[config.mk]
export PLATFORM = sky130hd
export DESIGN_NAME = mem_access_stage_flat
export DESIGN_NICKNAME = d
export VERILOG_FILES = /design/src/rtl/mem_access_stage_if.sv /design/src/rtl/mem_access_stage.sv /design/src/flat_wrapper.sv
export SDC_FILE = /design/constraint.sdc
export NUM_CORES = 1
export LEC_CHECK = 0
export BUFFER_PORTS_ARGS = -buffer_cell sky130_fd_sc_hd__buf_4
export CAP_MARGIN = 10
export CORE_ASPECT_RATIO = 0.7
export CORE_MARGIN = 1
export CORE_UTILIZATION = 50
export DETAILED_ROUTE_END_ITERATION = 6
export PLACE_DENSITY = 0.86
export SLEW_MARGIN = 40
export SYNTH_ARGS = -nofsm -noshare
export SYNTH_HDL_FRONTEND = slang
export SYNTH_SLANG_ARGS = --single-unit
[constraint.sdc]
create_clock -name clk -period 3.6 [get_ports clk]
set_clock_uncertainty 0.2 [all_clocks]
set_input_delay 0.18 -clock clk [delete_from_list [all_inputs] [get_ports clk]]
set_output_delay 0.18 -clock clk [all_outputs]
set_load 0.02 [all_outputs]
[src/rtl/mem_access_stage_if.sv]
// Data-memory request/acknowledge port of the memory stage.
// The stage drives the request side (master); the memory answers with ack/rdata (slave).
interface mem_access_stage_if #(
    parameter int DATA_W = 32
);
    logic                  req;
    logic                  we;
    logic [DATA_W-1:0]     addr;
    logic [DATA_W-1:0]     wdata;
    logic [DATA_W/8-1:0]   be;
    logic                  ack;
    logic [DATA_W-1:0]     rdata;

    modport master (output req, we, addr, wdata, be, input ack, rdata);
    modport slave  (input req, we, addr, wdata, be, output ack, rdata);
endinterface

[src/rtl/mem_access_stage.sv]
// Memory pipeline stage: issues loads/stores from the EX/MEM bundle on a req/ack
// data-memory port, aligns and extends load data, stalls upstream while an access
// is outstanding and registers the MEM/WB bundle.
//
//   state  | meaning
//   S_IDLE | nothing outstanding; pass non-memory ops through or issue an access
//   S_BUSY | request held on the bus until ack or timeout abort
module mem_access_stage #(
    parameter int REG_WIDTH = 32,
    parameter int REG_COUNT = 32,
    parameter int CTRL_SIZE = 21,
    parameter int REG_BITS  = $clog2(REG_COUNT),
    parameter int TIMEOUT   = 16
) (
    input  logic                                        clk,
    input  logic                                        rstn,
    input  logic [REG_BITS+1+CTRL_SIZE-7+REG_WIDTH*3-1:0] ex_mem_reg,
    output logic                                        stall,
    output logic [REG_WIDTH-1:0]                        fwd_data,
    mem_access_stage_if.master                          dmem,
    output logic [REG_BITS+REG_WIDTH:0]                 mem_wb_reg,
    output logic                                        misalign_err,
    output logic                                        bus_err
);
    localparam int CW = CTRL_SIZE - 7;
    localparam int TW = $clog2(TIMEOUT);

    typedef enum logic {S_IDLE = 1'b0, S_BUSY = 1'b1} state_t;
    state_t state, state_nxt;

    logic [REG_BITS-1:0]  rd;
    logic                 write_en;
    logic [CW-1:0]        ctrl;
    logic [REG_WIDTH-1:0] alu_out;
    logic [REG_WIDTH-1:0] store_data;
    logic [REG_WIDTH-1:0] return_pc;

    assign {rd, write_en, ctrl, alu_out, store_data, return_pc} = ex_mem_reg;

    logic       mem_read;
    logic       mem_write;
    logic [1:0] size;
    logic       load_unsigned;
    logic [1:0] wb_sel;
    logic       is_mem;
    logic       misaligned;
    logic       unused_ctrl;

    assign mem_read      = ctrl[13];
    assign mem_write     = ctrl[12];
    assign size          = ctrl[11:10];
    assign load_unsigned = ctrl[9];
    assign wb_sel        = ctrl[8:7];
    assign unused_ctrl   = ^ctrl[6:0];
    assign is_mem        = mem_read | mem_write;
    // size 11 is not a legal encoding; it is handled like a word everywhere
    assign misaligned    = (size == 2'b01 && alu_out[0]) || (size[1] && alu_out[1:0] != 2'b00);

    assign fwd_data = (wb_sel == 2'b10) ? return_pc : alu_out;

    logic [7:0]           load_byte;
    logic [15:0]          load_half;
    logic [REG_WIDTH-1:0] load_data;
    logic [REG_WIDTH-1:0] result;

    assign load_byte = dmem.rdata[{alu_out[1:0], 3'b000} +: 8];
    assign load_half = dmem.rdata[{alu_out[1], 4'b0000} +: 16];

    // Load lane selection and sign/zero extension.
    always_comb begin
        load_data = dmem.rdata;
        case (size)
            2'b00:   load_data = load_unsigned ? {24'h0, load_byte} : {{24{load_byte[7]}}, load_byte};
            2'b01:   load_data = load_unsigned ? {16'h0, load_half} : {{16{load_half[15]}}, load_half};
            default: load_data = dmem.rdata;
        endcase
    end

    assign result = (wb_sel == 2'b01) ? load_data : fwd_data;

    logic [REG_WIDTH-1:0] wdata_nxt;
    logic [3:0]           be_nxt;

    // Store data lane replication and byte enables.
    always_comb begin
        wdata_nxt = store_data;
        be_nxt    = 4'b1111;
        case (size)
            2'b00: begin
                wdata_nxt = {4{store_data[7:0]}};
                be_nxt    = 4'b0001 << alu_out[1:0];
            end
            2'b01: begin
                wdata_nxt = {2{store_data[15:0]}};
                be_nxt    = alu_out[1] ? 4'b1100 : 4'b0011;
            end
            default: begin
                wdata_nxt = store_data;
                be_nxt    = 4'b1111;
            end
        endcase
    end

    logic          issue;
    logic          done;
    logic          abort;
    logic          mis_hit;
    logic [TW-1:0] tmr;

    // Next-state and stall decode; the completing/aborting cycle releases stall
    // so upstream advances and the access is never re-issued.
    always_comb begin
        state_nxt = state;
        stall     = 1'b0;
        issue     = 1'b0;
        done      = 1'b0;
        abort     = 1'b0;
        mis_hit   = 1'b0;
        case (state)
            S_IDLE: begin
                if (is_mem) begin
                    if (misaligned) begin
                        mis_hit = 1'b1;
                    end else begin
                        stall     = 1'b1;
                        issue     = 1'b1;
                        state_nxt = S_BUSY;
                    end
                end
            end
            S_BUSY: begin
                if (dmem.ack) begin
                    done      = 1'b1;
                    state_nxt = S_IDLE;
                end else if (tmr == '0) begin
                    abort     = 1'b1;
                    state_nxt = S_IDLE;
                end else begin
                    stall = 1'b1;
                end
            end
            default: state_nxt = S_IDLE;
        endcase
    end

    // State register.
    always_ff @(posedge clk or negedge rstn) begin
        if (!rstn) state <= S_IDLE;
        else       state <= state_nxt;
    end

    logic                 req_q;
    logic                 we_q;
    logic [REG_WIDTH-1:0] addr_q;
    logic [REG_WIDTH-1:0] wdata_q;
    logic [3:0]           be_q;

    // Request fields, timeout down-counter, MEM/WB bundle and error pulses.
    always_ff @(posedge clk or negedge rstn) begin
        if (!rstn) begin
            req_q        <= 1'b0;
            we_q         <= 1'b0;
            addr_q       <= '0;
            wdata_q      <= '0;
            be_q         <= '0;
            tmr          <= '0;
            mem_wb_reg   <= '0;
            misalign_err <= 1'b0;
            bus_err      <= 1'b0;
        end else begin
            misalign_err <= mis_hit;
            bus_err      <= abort;

            if (issue) begin
                req_q   <= 1'b1;
                we_q    <= mem_write;
                addr_q  <= {alu_out[REG_WIDTH-1:2], 2'b00};
                wdata_q <= wdata_nxt;
                be_q    <= be_nxt;
                tmr     <= TW'(TIMEOUT - 1);
            end else if (done || abort) begin
                req_q <= 1'b0;
                we_q  <= 1'b0;
            end else if (state == S_BUSY) begin
                tmr <= tmr - TW'(1);
            end

            if (done)
                mem_wb_reg <= {rd, write_en & ~mem_write, result};
            else if (abort)
                mem_wb_reg <= {rd, 1'b0, fwd_data};
            else if (issue || state == S_BUSY)
                mem_wb_reg <= '0;
            else
                mem_wb_reg <= {rd, write_en & ~mis_hit, fwd_data};
        end
    end

    assign dmem.req   = req_q;
    assign dmem.we    = we_q;
    assign dmem.addr  = addr_q;
    assign dmem.wdata = wdata_q;
    assign dmem.be    = be_q;
endmodule
[src/flat_wrapper.sv]
// flat-port wrapper written by rule: the top's interface ports become plain ports
module mem_access_stage_flat 
#(
    parameter int REG_WIDTH = 32,
    parameter int REG_COUNT = 32,
    parameter int CTRL_SIZE = 21,
    parameter int REG_BITS  = $clog2(REG_COUNT),
    parameter int TIMEOUT   = 16
)
  (clk, rstn, ex_mem_reg, stall, fwd_data, mem_wb_reg, misalign_err, bus_err, dmem_req, dmem_we, dmem_addr, dmem_wdata, dmem_be, dmem_ack, dmem_rdata);
  mem_access_stage_if dmem_i ();
  input  logic clk;
  input  logic rstn;
  input  logic [REG_BITS+1+CTRL_SIZE-7+REG_WIDTH*3-1:0] ex_mem_reg;
  output logic stall;
  output logic [REG_WIDTH-1:0] fwd_data;
  output logic [REG_BITS+REG_WIDTH:0] mem_wb_reg;
  output logic misalign_err;
  output logic bus_err;
  output wire logic [$bits(dmem_i.req)-1:0] dmem_req;
  output wire logic [$bits(dmem_i.we)-1:0] dmem_we;
  output wire logic [$bits(dmem_i.addr)-1:0] dmem_addr;
  output wire logic [$bits(dmem_i.wdata)-1:0] dmem_wdata;
  output wire logic [$bits(dmem_i.be)-1:0] dmem_be;
  input wire logic [$bits(dmem_i.ack)-1:0] dmem_ack;
  input wire logic [$bits(dmem_i.rdata)-1:0] dmem_rdata;
  assign dmem_req = dmem_i.req;
  assign dmem_we = dmem_i.we;
  assign dmem_addr = dmem_i.addr;
  assign dmem_wdata = dmem_i.wdata;
  assign dmem_be = dmem_i.be;
  assign dmem_i.ack = dmem_ack;
  assign dmem_i.rdata = dmem_rdata;
  mem_access_stage #(.REG_WIDTH(REG_WIDTH), .REG_COUNT(REG_COUNT), .CTRL_SIZE(CTRL_SIZE), .REG_BITS(REG_BITS), .TIMEOUT(TIMEOUT)) u_core (.clk(clk), .rstn(rstn), .ex_mem_reg(ex_mem_reg), .stall(stall), .fwd_data(fwd_data), .dmem(dmem_i), .mem_wb_reg(mem_wb_reg), .misalign_err(misalign_err), .bus_err(bus_err));
endmodule
* Yosys cells after proc, flatten, opt, wreduce, memory -nomap -nowiden
Cells that the tools add are included.
Operators by class: multiplexer cells 31, shifts and indexed selects 3, bitwise operators 6, eq/ne operators 4, reductions and logical operators 11, add/subtract/negate cells 1
Operators with widths (count):
- $mux 32 | 4
- $pmux 32 s2 | 2
- $mux 38 | 3
- $shiftx 32x6->16 | 1
- $shiftx 32x6->8 | 1
- $mux 1 | 16
- $mux 4 | 4
- $pmux 4 s2 | 1
- $reduce_bool 2->1 | 3
- $eq 2x1->1 const B | 2
- $logic_not 4->1 | 1
- $shl 1x2->4 const A | 1
- $sub 4x1->4 const B | 1
- $logic_or 1x1->1 | 3
- $not 1->1 | 3
- $and 1x1->1 | 2
- $eq 2x2->1 const B | 1
- $logic_and 1x1->1 | 2
- $logic_not 2->1 | 1
- $ne 2x1->1 const B | 1
- $pmux 1 s2 | 1
- $reduce_and 2->1 | 1
- $or 1x1->1 | 1
Storage, ports and cells: register bits after elaboration 113, output and inout port bits 143, bits of input ports 151, logic and storage cells 66

* Depth between registers and ports, before layout
Gate-level depths: netlist of run 1.
depth after elaboration 11, mapped depth 8, gate-level depth less buffers 7

* Least setup slack after synthesis of run 1
Ideal clock, no wire load.
kind reg2reg, from reg u_core.tmr[0], to reg u_core.mem_wb_reg[31], clock period less this slack 2.177 ns, cell stages (with the launch flop) 8, arrival time 1.883 ns, slack 1.423 ns, path through dfrtp_1 > inv_1 > ha_1 > or3b_2 > and2_1 > a21oi_1 > inv_1 > a211oi_1
Between the ends: cells in the longest elaborated chain, start to end 6
RTL lines:
- from (decl) | line mem_access_stage.sv:108 | logic [TW-1:0] tmr;
- from (signal assigned) | line mem_access_stage.sv:180 | tmr <= TW'(TIMEOUT - 1);
- from (signal assigned) | line mem_access_stage.sv:185 | tmr <= tmr - TW'(1);
- $logic_not 4->1 | line mem_access_stage.sv:135 | end else if (tmr == '0) begin
- $mux 1 | line mem_access_stage.sv:135
- $mux 1 | line mem_access_stage.sv:132 | if (dmem.ack) begin
- $mux 1 | line mem_access_stage.sv:119 | case (state)
- $mux 38 | line mem_access_stage.sv:190 | else if (abort)
- $mux 38 | line mem_access_stage.sv:188 | if (done)
- to (signal assigned) | line mem_access_stage.sv:189 | mem_wb_reg <= {rd, write_en & ~mem_write, result};
- to (signal assigned) | line mem_access_stage.sv:191 | mem_wb_reg <= {rd, 1'b0, fwd_data};
- to (signal assigned) | line mem_access_stage.sv:195 | mem_wb_reg <= {rd, write_en & ~mis_hit, fwd_data};
- to (decl) | line mem_access_stage.sv:21 | output logic [REG_BITS+REG_WIDTH:0] mem_wb_reg,
No other way between the ends. A chain may end at the register's enable or synchronous reset.

* Worst setup path in the final report of run 1
Ends and elaborated chain as after synthesis.

==> metrics.csv, run 1 <==
stage;metric;value;unit
setup_path;cp_max_fo;18;
logic_synthesis;synth_top_flop_cell;dfrtp_1;
global_routing;grt_max_degree;72;
routing;totalWireLength;25700;um
floorplan;initial_core_util;51.9;%
sta;finalHoldViolCount;0;
clock_tree;clockBufferDepth;2;
place;gp_congestion;0.828;
logic_synthesis;syn_inst;653;
setup_path;reg2regPathDepth;8;
clock_tree;numCtsBuffers;17;
setup_path;crit_type;flip-flop to flip-flop;
power_and_ir_drop;power_density;542;mW/mm^2
sta;max_slew_margin;44.1;%
power_and_ir_drop;p_leak;0.00501;uW
logic_synthesis;ys_ff_latch;113;
logic_synthesis;syn_avg_cell_area;9.38;um^2
hold_path;holdPathStages;4;
floorplan;ioPinCount;294;
floorplan;die_y;94.6;um
run;drv_cap;0;
setup_path;arrival;3480;ps
clock_tree;cts_num_sinks;113;
clock_tree;cts_resized;0;
sta;tns;0;ps
power_and_ir_drop;peakVddDrop;0.367;mV
setup_path;worst_setup_path_end_kind;flip-flop;
routing;vias;7182;
hold_path;worstHoldStart;dmem_rdata[10];
logic_synthesis;synth_top_family_by_area;compound AO/OA/AOI/OAI gates;
logic_synthesis;synthAdderAreaFrac;0.408;%
setup_path;r2r_start;u_core.tmr[0]$_DFFE_PN0P_;
clock_tree;h-tree-depth;4;
hold_path;min_to;u_core.mem_wb_reg[10]$_DFF_PN0_;
place;hpwl;15600;um
floorplan;fp.coreArea;0.0118;mm^2
sta;worstMarginPinSlew;836;ps
sta;rsz0062_at_grt;no;
clock_tree;cts_root_buf;clkbuf_16;
global_routing;grt_pass1_vias;7380;
logic_synthesis;synthXorXnorAreaFrac;0.429;%
setup_path;cpPeakStageDelay;580;ps
logic_synthesis;ys_seq_area_share;46.2;%
setup_path;critPathRequiredTime;3740;ps
sta;max_freq;299;MHz
logic_synthesis;synth_edf_count;0;
setup_path;start_kind;flip-flop;
setup_path;worstReg2RegEnd;u_core.mem_wb_reg[31]$_DFF_PN0_;
sta;timing.final.crit_share;92.9;%
logic_synthesis;synth-simple-area-share;16.3;%
global_routing;grt_overflow;0;
status;status;complete, but fails checks;
finish;num_antenna_cells;0;
place;io_buffers;284;
logic_synthesis;synth-compound-area-share;18.6;%
routing;via_per_inst;5.91;
sta;finalCriticalPeriod;3340;ps
logic_synthesis;ys_types;53;
global_routing;grt_pass1_wl;38900;um
routing;wire_per_inst;21.1;um
place;placed_area;0.00833;mm^2
hold_path;hp-class;input pin to flip-flop;
floorplan;die_x;134;um
logic_synthesis;synth-async-reset-ratio;100;%
routing;drt_iter0_markers;664;
routing;first_pass_iters;7;
sta;maxSlewViolCount;0;
finish;fillers;591;
finish;largest_reg_flops;38;
logic_synthesis;synthMuxAreaShare;13.7;%
global_routing;grt_antenna_before_repair;0;
finish;nets;1198;
routing;ant_nets;0;
routing;remaining_drc_errors;2;
global_routing;grt_usage;40.6;%
logic_synthesis;ys_warn_count;0;
clock_tree;clkSlewWorstSetupHoldPaths;60;ps
floorplan;rows;33;
sta;setup_viol_count_final;0;
finish;drive_gt1_share;35.9;%
status;failed_checks;DRC;
finish;final_area;0.0102;mm^2
setup_path;crit_slowest_cell;dlygate4sd3_1;
setup_path;path_cells;inv_1 > ha_1 > or4b_4 > a32oi_4 > a21oi_4 > a32o_1 > a211oi_1 > dlygate4sd3_1;
finish;syn_to_final_growth;67.1;%
clock_tree;clock_latency;410;ps
logic_synthesis;syn_area;0.00613;mm^2
floorplan;dieArea;0.0127;mm^2
clock_tree;cts_tree;done;
setup_path;r2r_slack;260;ps
-- kinds of logic after synthesis --
group,after synthesis
compound gates,161
xor+xnor,3
mux,77
buf+inv,60
fa+ha+maj,2
other cells,1
flops,113
simple gates,236
-- worst max path at each step --
stage / from / end / slack (ps)
2_1_floorplan: u_core.tmr[0]$_DFFE_PN0P_ / u_core.mem_wb_reg[31]$_DFF_PN0_ / 1420
3_3_place_gp: u_core.tmr[0]$_DFFE_PN0P_ / u_core.mem_wb_reg[31]$_DFF_PN0_ / 950
3_5_place_dp: u_core.tmr[0]$_DFFE_PN0P_ / u_core.mem_wb_reg[31]$_DFF_PN0_ / 920
4_1_cts: u_core.tmr[0]$_DFFE_PN0P_ / u_core.mem_wb_reg[31]$_DFF_PN0_ / 390
5_1_grt: u_core.tmr[0]$_DFFE_PN0P_ / u_core.mem_wb_reg[31]$_DFF_PN0_ / 170
6_report: u_core.tmr[0]$_DFFE_PN0P_ / u_core.mem_wb_reg[31]$_DFF_PN0_ / 260
-- stage by stage --
step	hold WS, ps	setup WS, ps	util [%]	total power [uW]	instances
final	28.7	257	86.7	5550	1215
after detailed placement	103	921	70.5	3550	1055
after CTS	8.00	386	86.6	5460	1215
after floorplan	-316	1420	-	2690	654
after global routing	31.9	166	86.7	5750	1215
after global placement	108	945	70.5	3500	1055
-- power by group --
group | internal, uW | switching (uW) | total, uW
Combinational | 923 | 1110 | 2030
Sequential | 1570 | 177 | 1750
Clock | 1120 | 658 | 1780
-- worst max-delay path, delay by kind of cell, from the launching register on --
kind | cells | cell delay [ps]
AND/OR/NAND/NOR | 1 | 480
adder cells (fa/ha/maj) | 1 | 160
flip-flops | 1 | 400
AO/OA/AOI/OAI | 4 | 1330
buffers and inverters | 2 | 690
-- what timing repair did --
item                                   CTS  global route
hold buffers                           128             0
endpoints found under the hold margin  163             0
buffers inserted                         0             0
-- metal layers --
| layer | vias up | part of all wire [%] | GRT usage (%) |
|---|---|---|---|
| li1 | 3091 | - | - |
| met1 | 3463 | 37 | 49.3 |
| met2 | 522 | 49 | 69.6 |
| met3 | 106 | 10 | 9.29 |
| met4 | 0 | 4.0 | 18.8 |
| met5 | - | 0 | 0 |
-- cells in the mapped netlist, types with 3 or more instances --
cell | number | area [um^2]
buf_2 | 17 | 85.1
inv_1 | 12 | 45.0
a32o_1 | 20 | 200
a221oi_1 | 4 | 35.0
nor2_1 | 29 | 109
clkbuf_1 | 24 | 90.1
a221o_1 | 7 | 70.1
nand2b_1 | 4 | 25.0
nand2_1 | 168 | 631
nor2b_1 | 9 | 56.3
buf_4 | 3 | 22.5
a32oi_1 | 15 | 131
a211o_1 | 4 | 35.0
a21oi_1 | 39 | 195
o21ai_0 | 38 | 190
buf_1 | 3 | 11.3
mux2i_1 | 31 | 310
and2_1 | 9 | 56.3
mux2_2 | 45 | 507
dfrtp_1 | 113 | 2830
o21bai_1 | 16 | 120
-- cell type report --
class / count / area [um^2] / share of cell area (%)
clock buffers: 18 / 439 / 4.29
clock inverters: 14 / 181 / 1.77
inverters: 12 / 45.0 / 0.440
multi-input cells: 481 / 3050 / 29.8
flip-flops and latches: 113 / 2830 / 27.6
well taps: 157 / 196 / 1.92
repair buffers: 420 / 3490 / 34.1
-- placed cells by master, fill, tap and decap left out, types with 3 or more instances in the layout --
| cell | synthesis | layout |
|---|---|---|
| dlygate4sd3_1 | 0 | 128 |
| dfrtp_1 | 113 | 113 |
| buf_4 | 3 | 290 |
| clkinv_4 | 0 | 5 |
| and2_1 | 9 | 9 |
| nor2_1 | 29 | 28 |
| mux2_2 | 45 | 45 |
| a32o_1 | 20 | 20 |
| a21oi_1 | 39 | 39 |
| nand2b_1 | 4 | 4 |
| o21bai_1 | 16 | 16 |
| o21ai_0 | 38 | 38 |
| a32oi_1 | 15 | 15 |
| nand2_1 | 168 | 167 |
| clkinvlp_4 | 0 | 3 |
| inv_1 | 12 | 12 |
| a221oi_1 | 4 | 4 |
| mux2i_1 | 31 | 31 |
| nor2b_1 | 9 | 8 |
| a211o_1 | 4 | 4 |
| bufinv_16 | 0 | 3 |
| clkbuf_16 | 0 | 17 |
| a221o_1 | 7 | 7 |
No activity file was read; power rests on OpenSTA's default activity.
==> run 2: changes to the inputs <==
--- a/config.mk
+++ b/config.mk
@@ -6,7 +6,7 @@
 export NUM_CORES = 1
 export LEC_CHECK = 0
 export BUFFER_PORTS_ARGS = -buffer_cell sky130_fd_sc_hd__buf_4
-export CAP_MARGIN = 10
+export CAP_MARGIN = 20
 export CORE_ASPECT_RATIO = 0.7
 export CORE_MARGIN = 1
 export CORE_UTILIZATION = 50
==> constraint.sdc (replaced) <==
create_clock -name clk -period 3.6 [get_ports clk]
set_clock_uncertainty 0.2 [all_clocks]
set_input_delay 0 -clock clk [delete_from_list [all_inputs] [get_ports clk]]
set_output_delay 0 -clock clk [all_outputs]
set_load 0.02 [all_outputs]
==> metrics.csv, run 2 (synthesized netlist as in run 1, its figures left out) <==
stage;metric;value;unit;change
finish;final_cell_mix;buf_4, nand2_1, dlygate4sd3_1;;unchanged
routing;remaining_drc_errors;0;;was 2
routing;drt_iter0_markers;814;;was 664
setup_path;worstReg2RegEnd;u_core.mem_wb_reg[31]$_DFF_PN0_;;unchanged
floorplan;die_y;94.6;um;unchanged
power_and_ir_drop;power_density;531;mW/mm^2;was 542 mW/mm^2
global_routing;grt_max_degree;63;;was 72
status;failed_checks;hold timing, setup timing;;was DRC
power_and_ir_drop;p_leak;0.00516;uW;was 0.00501 uW
sta;fin_ws;-41.1;ps;was 257 ps
global_routing;grt_antenna_before_repair;0;;unchanged
power_and_ir_drop;swShare;35.8;%;was 35.0%
place;dp_slack;903;ps;was 921 ps
hold_path;hp-class;input pin to async pin;;was input pin to flip-flop
floorplan;rows;33;;unchanged
setup_path;r2r_start;u_core.tmr[0]$_DFFE_PN0P_;;unchanged
sta;timing.final.crit_share;101;%;was 92.9%
floorplan;fp.coreArea;0.0118;mm^2;unchanged
sta;rsz0062_at_grt;no;;unchanged
clock_tree;cts_num_sinks;113;;unchanged
routing;wire_per_inst;22.8;um;was 21.1 um
finish;drive_gt1_share;34.7;%;was 35.9%
place;gp_congestion;0.830;;was 0.828
place;io_buffers;284;;unchanged
clock_tree;cts_setup_buffers;0;;unchanged
setup_path;start_kind;flip-flop;;unchanged
setup_path;cpPeakStageDelay;610;ps;was 580 ps
finish;largest_reg_flops;38;;unchanged
global_routing;grt_overflow;0;;unchanged
finish;fin_util;89.7;%;was 86.7%
routing;first_pass_iters;6;;was 7
sta;worstMarginPinSlew;954;ps;was 836 ps
clock_tree;cts_resized;0;;unchanged
clock_tree;cts_root_buf;clkbuf_16;;unchanged
place;hpwl;15400;um;was 15600 um
routing;totalWireLength;28400;um;was 25700 um
power_and_ir_drop;power_frac_comb;38.3;%;was 36.6%
clock_tree;numCtsBuffers;17;;unchanged
power_and_ir_drop;p_seq_share;31.4;%;was 31.5%
setup_path;crit_family;compound AO/OA/AOI/OAI gates;;unchanged
finish;final_common_cell;buf_4;;unchanged
clock_tree;clockBufferDepth;2;;unchanged
setup_path;critPathRequiredTime;3750;ps;was 3740 ps
clock_tree;cts_tree;done;;unchanged
clock_tree;clock_latency;410;ps;about the same
clock_tree;h-tree-depth;4;;unchanged
power_and_ir_drop;clkPwrFrac;30.3;%;was 32.0%
finish;fillers;510;;was 591
global_routing;grt_pass1_vias;7879;;was 7380
setup_path;r2r_slack;-40;ps;was 260 ps
floorplan;ioPinCount;294;;unchanged
finish;nets;1232;;was 1198
finish;multi_input_area;0.00305;mm^2;unchanged
setup_path;arrival;3790;ps;was 3480 ps
finish;syn_to_final_growth;72.9;%;was 67.1%
setup_path;cp_max_fo;18;;unchanged
floorplan;dieArea;0.0127;mm^2;unchanged
routing;via_per_inst;6.12;;was 5.91
setup_path;crit_buf_inv;2;;unchanged
power_and_ir_drop;peakVddDrop;0.406;mV;was 0.367 mV
global_routing;grt_pass1_wl;42600;um;was 38900 um
sta;maxSlewViolCount;0;;unchanged
setup_path;worst_setup_path_end_kind;flip-flop;;unchanged
routing;ant_nets;0;;unchanged
sta;hold_slack;-29.1;ps;was 28.7 ps
finish;register_area;0.00283;mm^2;unchanged
sta;max_freq;275;MHz;was 299 MHz
floorplan;die_x;134;um;unchanged
power_and_ir_drop;internal_power;3610;uW;about the same
power_and_ir_drop;power.switching;2010;uW;was 1940 uW
sta;finalHoldViolCount;33;;was 0
sta;setup_viol_count_final;1;;was 0
setup_path;reg2regPathDepth;8;;unchanged
routing;vias;7638;;was 7182
global_routing;grt_usage;44.8;%;was 40.6%
run;drv_cap;0;;unchanged
sta;max_slew_margin;36.2;%;was 44.1%
setup_path;path_cells;inv_1 > ha_1 > or4b_4 > a32oi_4 > a21oi_4 > a32o_1 > a211oi_1 > dlygate4sd3_1;;unchanged
status;status;complete, but fails checks;;unchanged
clock_tree;clkSlewWorstSetupHoldPaths;60;ps;about the same
setup_path;crit_slowest_cell;dlygate4sd3_1;;unchanged
floorplan;initial_core_util;51.9;%;unchanged
sta;finalCriticalPeriod;3640;ps;was 3340 ps
setup_path;crit_type;flip-flop to flip-flop;;unchanged
## run 2: area by class of cell
| type | count | share of cell area (%) |
|---|---|---|
| antenna | 1 | 0.0236 |
| clock buffer | 19 | 4.28 |
| clock inverter | 12 | 1.25 |
| inverter | 12 | 0.425 |
| multi-input combinational | 481 | 28.8 |
| sequential | 113 | 26.7 |
| tap | 157 | 1.85 |
| timing repair buffer | 454 | 36.6 |
## run 2: worst max path at each step
stage / end / cells past startpoint / slack, ps / start
final: u_core.mem_wb_reg[31]$_DFF_PN0_ / 8 / -40 / u_core.tmr[0]$_DFFE_PN0P_
after detailed placement: u_core.mem_wb_reg[31]$_DFF_PN0_ / 7 / 900 / u_core.tmr[0]$_DFFE_PN0P_
after global placement: u_core.mem_wb_reg[31]$_DFF_PN0_ / 7 / 990 / u_core.tmr[0]$_DFFE_PN0P_
after CTS: u_core.mem_wb_reg[31]$_DFF_PN0_ / 8 / 360 / u_core.tmr[0]$_DFFE_PN0P_
after global routing: u_core.mem_wb_reg[31]$_DFF_PN0_ / 8 / 20 / u_core.tmr[0]$_DFFE_PN0P_
after floorplan: u_core.mem_wb_reg[31]$_DFF_PN0_ / 7 / 1420 / u_core.tmr[0]$_DFFE_PN0P_
## run 2: repair_timing
item                       in CTS  in global routing
hold endpoints to repair      225                  0
hold buffers                  162                  0
setup endpoints to repair       0                  0
## run 2: stage by stage
stage               std cells  total power, uW  area, um^2  setup TNS [ps]
global placement         1053             3500        8320               0
CTS                      1248             5440       10600               0
floorplan                 654             2690        6130               0
finish                   1249             5620       10600           -41.1
global route             1248             5790       10600               0
detailed placement       1055             3560        8380               0
## run 2: power groups by stage
stage / Combinational [uW] / Clock, uW / Sequential (uW)
final: 2150 / 1700 / 1770
after global routing: 2240 / 1760 / 1790
after CTS: 2020 / 1680 / 1730
after detailed placement: 1810 / 0 / 1750
after global placement: 1770 / 0 / 1730
after floorplan: 603 / 0 / 2090
## run 2: metal layers
| metal | vias up | part of all wire, % | GRT usage, % |
|---|---|---|---|
| met3 | 216 | 12 | 13.5 |
| met4 | 0 | 6.9 | 29.5 |
| met2 | 703 | 46 | 73.7 |
| met1 | 3557 | 35 | 51.3 |
| met5 | - | 0 | 0 |
| li1 | 3162 | - | - |
## run 2: worst register-to-register path, stage by stage (launching register included)
cell and delay (ps):
dfrtp_1 390, inv_1 120, ha_1 210, or4b_4 500
a32oi_4 570, a21oi_4 240, a32o_1 330, a211oi_1 400
dlygate4sd3_1 620
==> run 3: changes to the inputs <==
--- a/config.mk
+++ b/config.mk
@@ -5,6 +5,7 @@
 export SDC_FILE = /design/constraint.sdc
 export NUM_CORES = 1
 export LEC_CHECK = 0
+export ABC_AREA = 1
 export BUFFER_PORTS_ARGS = -buffer_cell sky130_fd_sc_hd__buf_4
 export CAP_MARGIN = 20
 export CORE_ASPECT_RATIO = 0.7
@@ -12,6 +13,7 @@
 export CORE_UTILIZATION = 50
 export DETAILED_ROUTE_END_ITERATION = 6
 export PLACE_DENSITY = 0.86
+export SKIP_LAST_GASP = 1
 export SLEW_MARGIN = 40
 export SYNTH_ARGS = -nofsm -noshare
 export SYNTH_HDL_FRONTEND = slang
==> metrics.csv, run 3 <==
stage;metric;value;unit;change
sta;worstMarginPinSlew;868;ps;was 954 ps
routing;drt_iter0_markers;1110;;was 814
routing;via_per_inst;5.91;;was 6.12
sta;rsz0062_at_grt;yes;;was no
setup_path;reg2regPathDepth;8;;unchanged
clock_tree;cts_root_buf;clkbuf_16;;unchanged
power_and_ir_drop;swShare;38.6;%;was 35.8%
setup_path;worst_setup_path_end_kind;flip-flop;;unchanged
finish;nets;1485;;was 1232
power_and_ir_drop;power.switching;2280;uW;was 2010 uW
sta;timing.final.crit_share;98.5;%;was 101%
logic_synthesis;synth_top_flop_cell;dfrtp_1;;unchanged
hold_path;min_to;u_core.dmem.wdata[17]$_DFFE_PN0P_;;
logic_synthesis;yosysTopAreaCell;dfrtp_1;;unchanged
clock_tree;cts_tree;done;;unchanged
hold_path;hp-class;input pin to flip-flop;;was input pin to async pin
setup_path;path_cells;dlygate4sd3_1 > buf_4 > inv_1 > nor2_1 > nand2_1 > nand2_1 > a21oi_1 > nand3_1 > dlygate4sd3_1 > nand2_1 > dlygate4sd3_1 > nand2_1 > dlygate4sd3_1;;was inv_1 > ha_1 > or4b_4 > a32oi_4 > a21oi_4 > a32o_1 > a211oi_1 > dlygate4sd3_1
sta;setup_viol_count_final;0;;was 1
clock_tree;cts_num_sinks;113;;unchanged
place;io_buffers;284;;unchanged
finish;fin_util;92.3;%;was 89.7%
logic_synthesis;synth_edf_count;0;;unchanged
floorplan;fp.coreArea;0.0117;mm^2;was 0.0118 mm^2
clock_tree;clockBufferDepth;2;;unchanged
place;placed_area;0.00820;mm^2;was 0.00838 mm^2
finish;drive_gt1_share;25.1;%;was 34.7%
logic_synthesis;syn_inst;868;;was 653
setup_path;crit_slowest_cell;dlygate4sd3_1;;unchanged
floorplan;die_x;133;um;was 134 um
power_and_ir_drop;internal_power;3640;uW;was 3610 uW
logic_synthesis;synthTopCellsByCount;nand2_1, dfrtp_1, nand3_1;;was nand2_1, dfrtp_1, mux2_2
hold_path;worstHoldStart;ex_mem_reg[107];;
setup_path;worstReg2RegEnd;u_core.mem_wb_reg[2]$_DFF_PN0_;;was u_core.mem_wb_reg[31]$_DFF_PN0_
clock_tree;cts_setup_buffers;0;;unchanged
logic_synthesis;synth.area.top_cells;dfrtp_1, nand2_1, nand3_1;;was dfrtp_1, nand2_1, mux2_2
finish;num_antenna_cells;0;;was 1
power_and_ir_drop;p_leak;0.00590;uW;was 0.00516 uW
run;drv_cap;0;;unchanged
floorplan;initial_core_util;51.5;%;was 51.9%
logic_synthesis;synth-async-reset-ratio;100;%;unchanged
power_and_ir_drop;peakVddDrop;0.397;mV;was 0.406 mV
finish;final_area;0.0108;mm^2;was 0.0106 mm^2
routing;vias;8873;;was 7638
power_and_ir_drop;p_seq_share;30.9;%;was 31.4%
routing;ant_nets;0;;unchanged
floorplan;rows;33;;unchanged
setup_path;crit_buf_inv;6;;was 2
hold_path;holdPathStages;5;;
setup_path;cp_max_fo;8;;was 18
routing;remaining_drc_errors;0;;unchanged
clock_tree;numCtsBuffers;17;;unchanged
routing;wire_per_inst;20.8;um;was 22.8 um
floorplan;dieArea;0.0125;mm^2;was 0.0127 mm^2
global_routing;grt_overflow;0;;unchanged
routing;totalWireLength;31200;um;was 28400 um
finish;largest_reg_flops;38;;unchanged
finish;syn_to_final_growth;79.1;%;was 72.9%
logic_synthesis;yosysMostFrequentCell;nand2_1;;unchanged
routing;first_pass_iters;7;;was 6
floorplan;die_y;94.0;um;was 94.6 um
setup_path;crit_type;input pin to flip-flop;;was flip-flop to flip-flop
clock_tree;clock_latency;420;ps;was 410 ps
sta;max_slew_margin;42.1;%;was 36.2%
setup_path;crit_family;buffers and inverters;;was compound AO/OA/AOI/OAI gates
place;hpwl;15100;um;was 15400 um
global_routing;grt_pass1_vias;9019;;was 7879
setup_path;critPathRequiredTime;3750;ps;about the same
logic_synthesis;ys_ff_latch;113;;unchanged
logic_synthesis;ys_seq_area_share;46.8;%;was 46.2%
setup_path;arrival;3700;ps;was 3790 ps
finish;final_common_cell;nand2_1;;was buf_4
place;gp_congestion;0.942;;was 0.830
sta;maxSlewViolCount;0;;unchanged
sta;finalHoldViolCount;0;;was 33
power_and_ir_drop;power_frac_comb;40.4;%;was 38.3%
setup_path;r2r_slack;620;ps;was -40 ps
global_routing;grt_usage;50.7;%;was 44.8%
power_and_ir_drop;power_density;547;mW/mm^2;was 531 mW/mm^2
clock_tree;clkSlewWorstSetupHoldPaths;60;ps;about the same
status;status;completed;;was complete, but fails checks
global_routing;grt_pass1_wl;47500;um;was 42600 um
floorplan;ioPinCount;294;;unchanged
setup_path;cpPeakStageDelay;590;ps;was 610 ps
global_routing;grt_max_degree;68;;was 63
global_routing;grt_antenna_before_repair;0;;unchanged
setup_path;start_kind;input pin;;was flip-flop
logic_synthesis;syn_avg_cell_area;6.96;um^2;was 9.38 um^2
sta;finalCriticalPeriod;3550;ps;was 3640 ps
logic_synthesis;ys_warn_count;0;;unchanged
logic_synthesis;syn_area;0.00604;mm^2;was 0.00613 mm^2
logic_synthesis;ys_types;25;;was 53
logic_synthesis;synth_top_area_share;46.8;%;was 46.2%
sta;max_freq;282;MHz;was 275 MHz
finish;final_cell_mix;nand2_1, buf_4, dlygate4sd3_1;;was buf_4, nand2_1, dlygate4sd3_1
power_and_ir_drop;clkPwrFrac;28.8;%;was 30.3%
clock_tree;h-tree-depth;4;;unchanged
setup_path;r2r_start;u_core.state$_DFF_PN0_;;was u_core.tmr[0]$_DFFE_PN0P_
==> run 3: power by group through the flow <==
stage	Combinational, uW	Clock [uW]	Sequential (uW)
after detailed placement	1950	0	1800
after floorplan	640	0	2190
after CTS	2220	1670	1790
final	2390	1700	1830
after global placement	1900	0	1790
after global routing	2520	1750	1850
==> run 3: how the worst max path moves through the flow <==
| stage | end | startpoint | cells past startpoint | slack, ps |
|---|---|---|---|---|
| 2_1_floorplan | u_core.tmr[1]$_DFFE_PN0P_ | u_core.tmr[0]$_DFFE_PN0P_ | 8 | 1980 |
| 3_3_place_gp | u_core.mem_wb_reg[26]$_DFF_PN0_ | ex_mem_reg[107] | 6 | 1170 |
| 3_5_place_dp | u_core.dmem.addr[29]$_DFFE_PN0P_ | ex_mem_reg[107] | 9 | 1290 |
| 4_1_cts | u_core.mem_wb_reg[3]$_DFF_PN0_ | ex_mem_reg[106] | 13 | 120 |
| 5_1_grt | u_core.mem_wb_reg[3]$_DFF_PN0_ | ex_mem_reg[64] | 13 | -80 |
| 6_report | u_core.mem_wb_reg[3]$_DFF_PN0_ | ex_mem_reg[64] | 13 | 50 |
==> run 3: cells by family after synthesis <==
| family | synth area share, % |
|---|---|
| flops | 46.8 |
| other cells | 0.0620 |
| buf+inv | 8.71 |
| xor+xnor | 0.145 |
| simple gates | 33.1 |
| fa+ha+maj | 0.414 |
| compound gates | 10.8 |
==> run 3: cell type report <==
| class | count | area, um^2 |
|---|---|---|
| Timing Repair Buffer | 495 | 4220 |
| Clock buffer | 17 | 425 |
| Inverter | 72 | 270 |
| Tap cell | 157 | 196 |
| Sequential cell | 113 | 2830 |
| Multi-Input combinational cell | 633 | 2730 |
| Fill cell | 457 | 900 |
| Clock inverter | 14 | 158 |
==> run 3: metrics by stage <==
step	hold slack [ps]	std cells	total power, uW	TNS [ps]	setup slack, ps
6_report	75.1	1501	5920	0	52.7
3_5_place_dp	-112	1268	3740	0	1290
3_3_place_gp	-115	1268	3700	0	1170
2_1_floorplan	-496	869	2830	0	1980
4_1_cts	7.19	1501	5680	0	119
5_1_grt	119	1501	6120	-79.1	-79.1
==> run 3: timing repair <==
action	in CTS	in global routing
hold endpoints to repair	160	0
hold buffers	202	0
resized for setup	0	3
endpoints found under the setup margin	0	12
==> run 3: layer usage <==
layer / global-route usage [%] / vias up / part of all wire [%]
met5: 0 / - / 0
met4: 40.6 / 0 / 8.6
met3: 16.1 / 286 / 12
met2: 80.4 / 875 / 46
met1: 57.2 / 4066 / 34
li1: - / 3646 / -
==> run 3: worst min-delay path, delay by kind of cell <==
kind	cells	cell delay (ps)
AND/OR/NAND/NOR	3	250
buffers and inverters	1	300
AO/OA/AOI/OAI	1	90
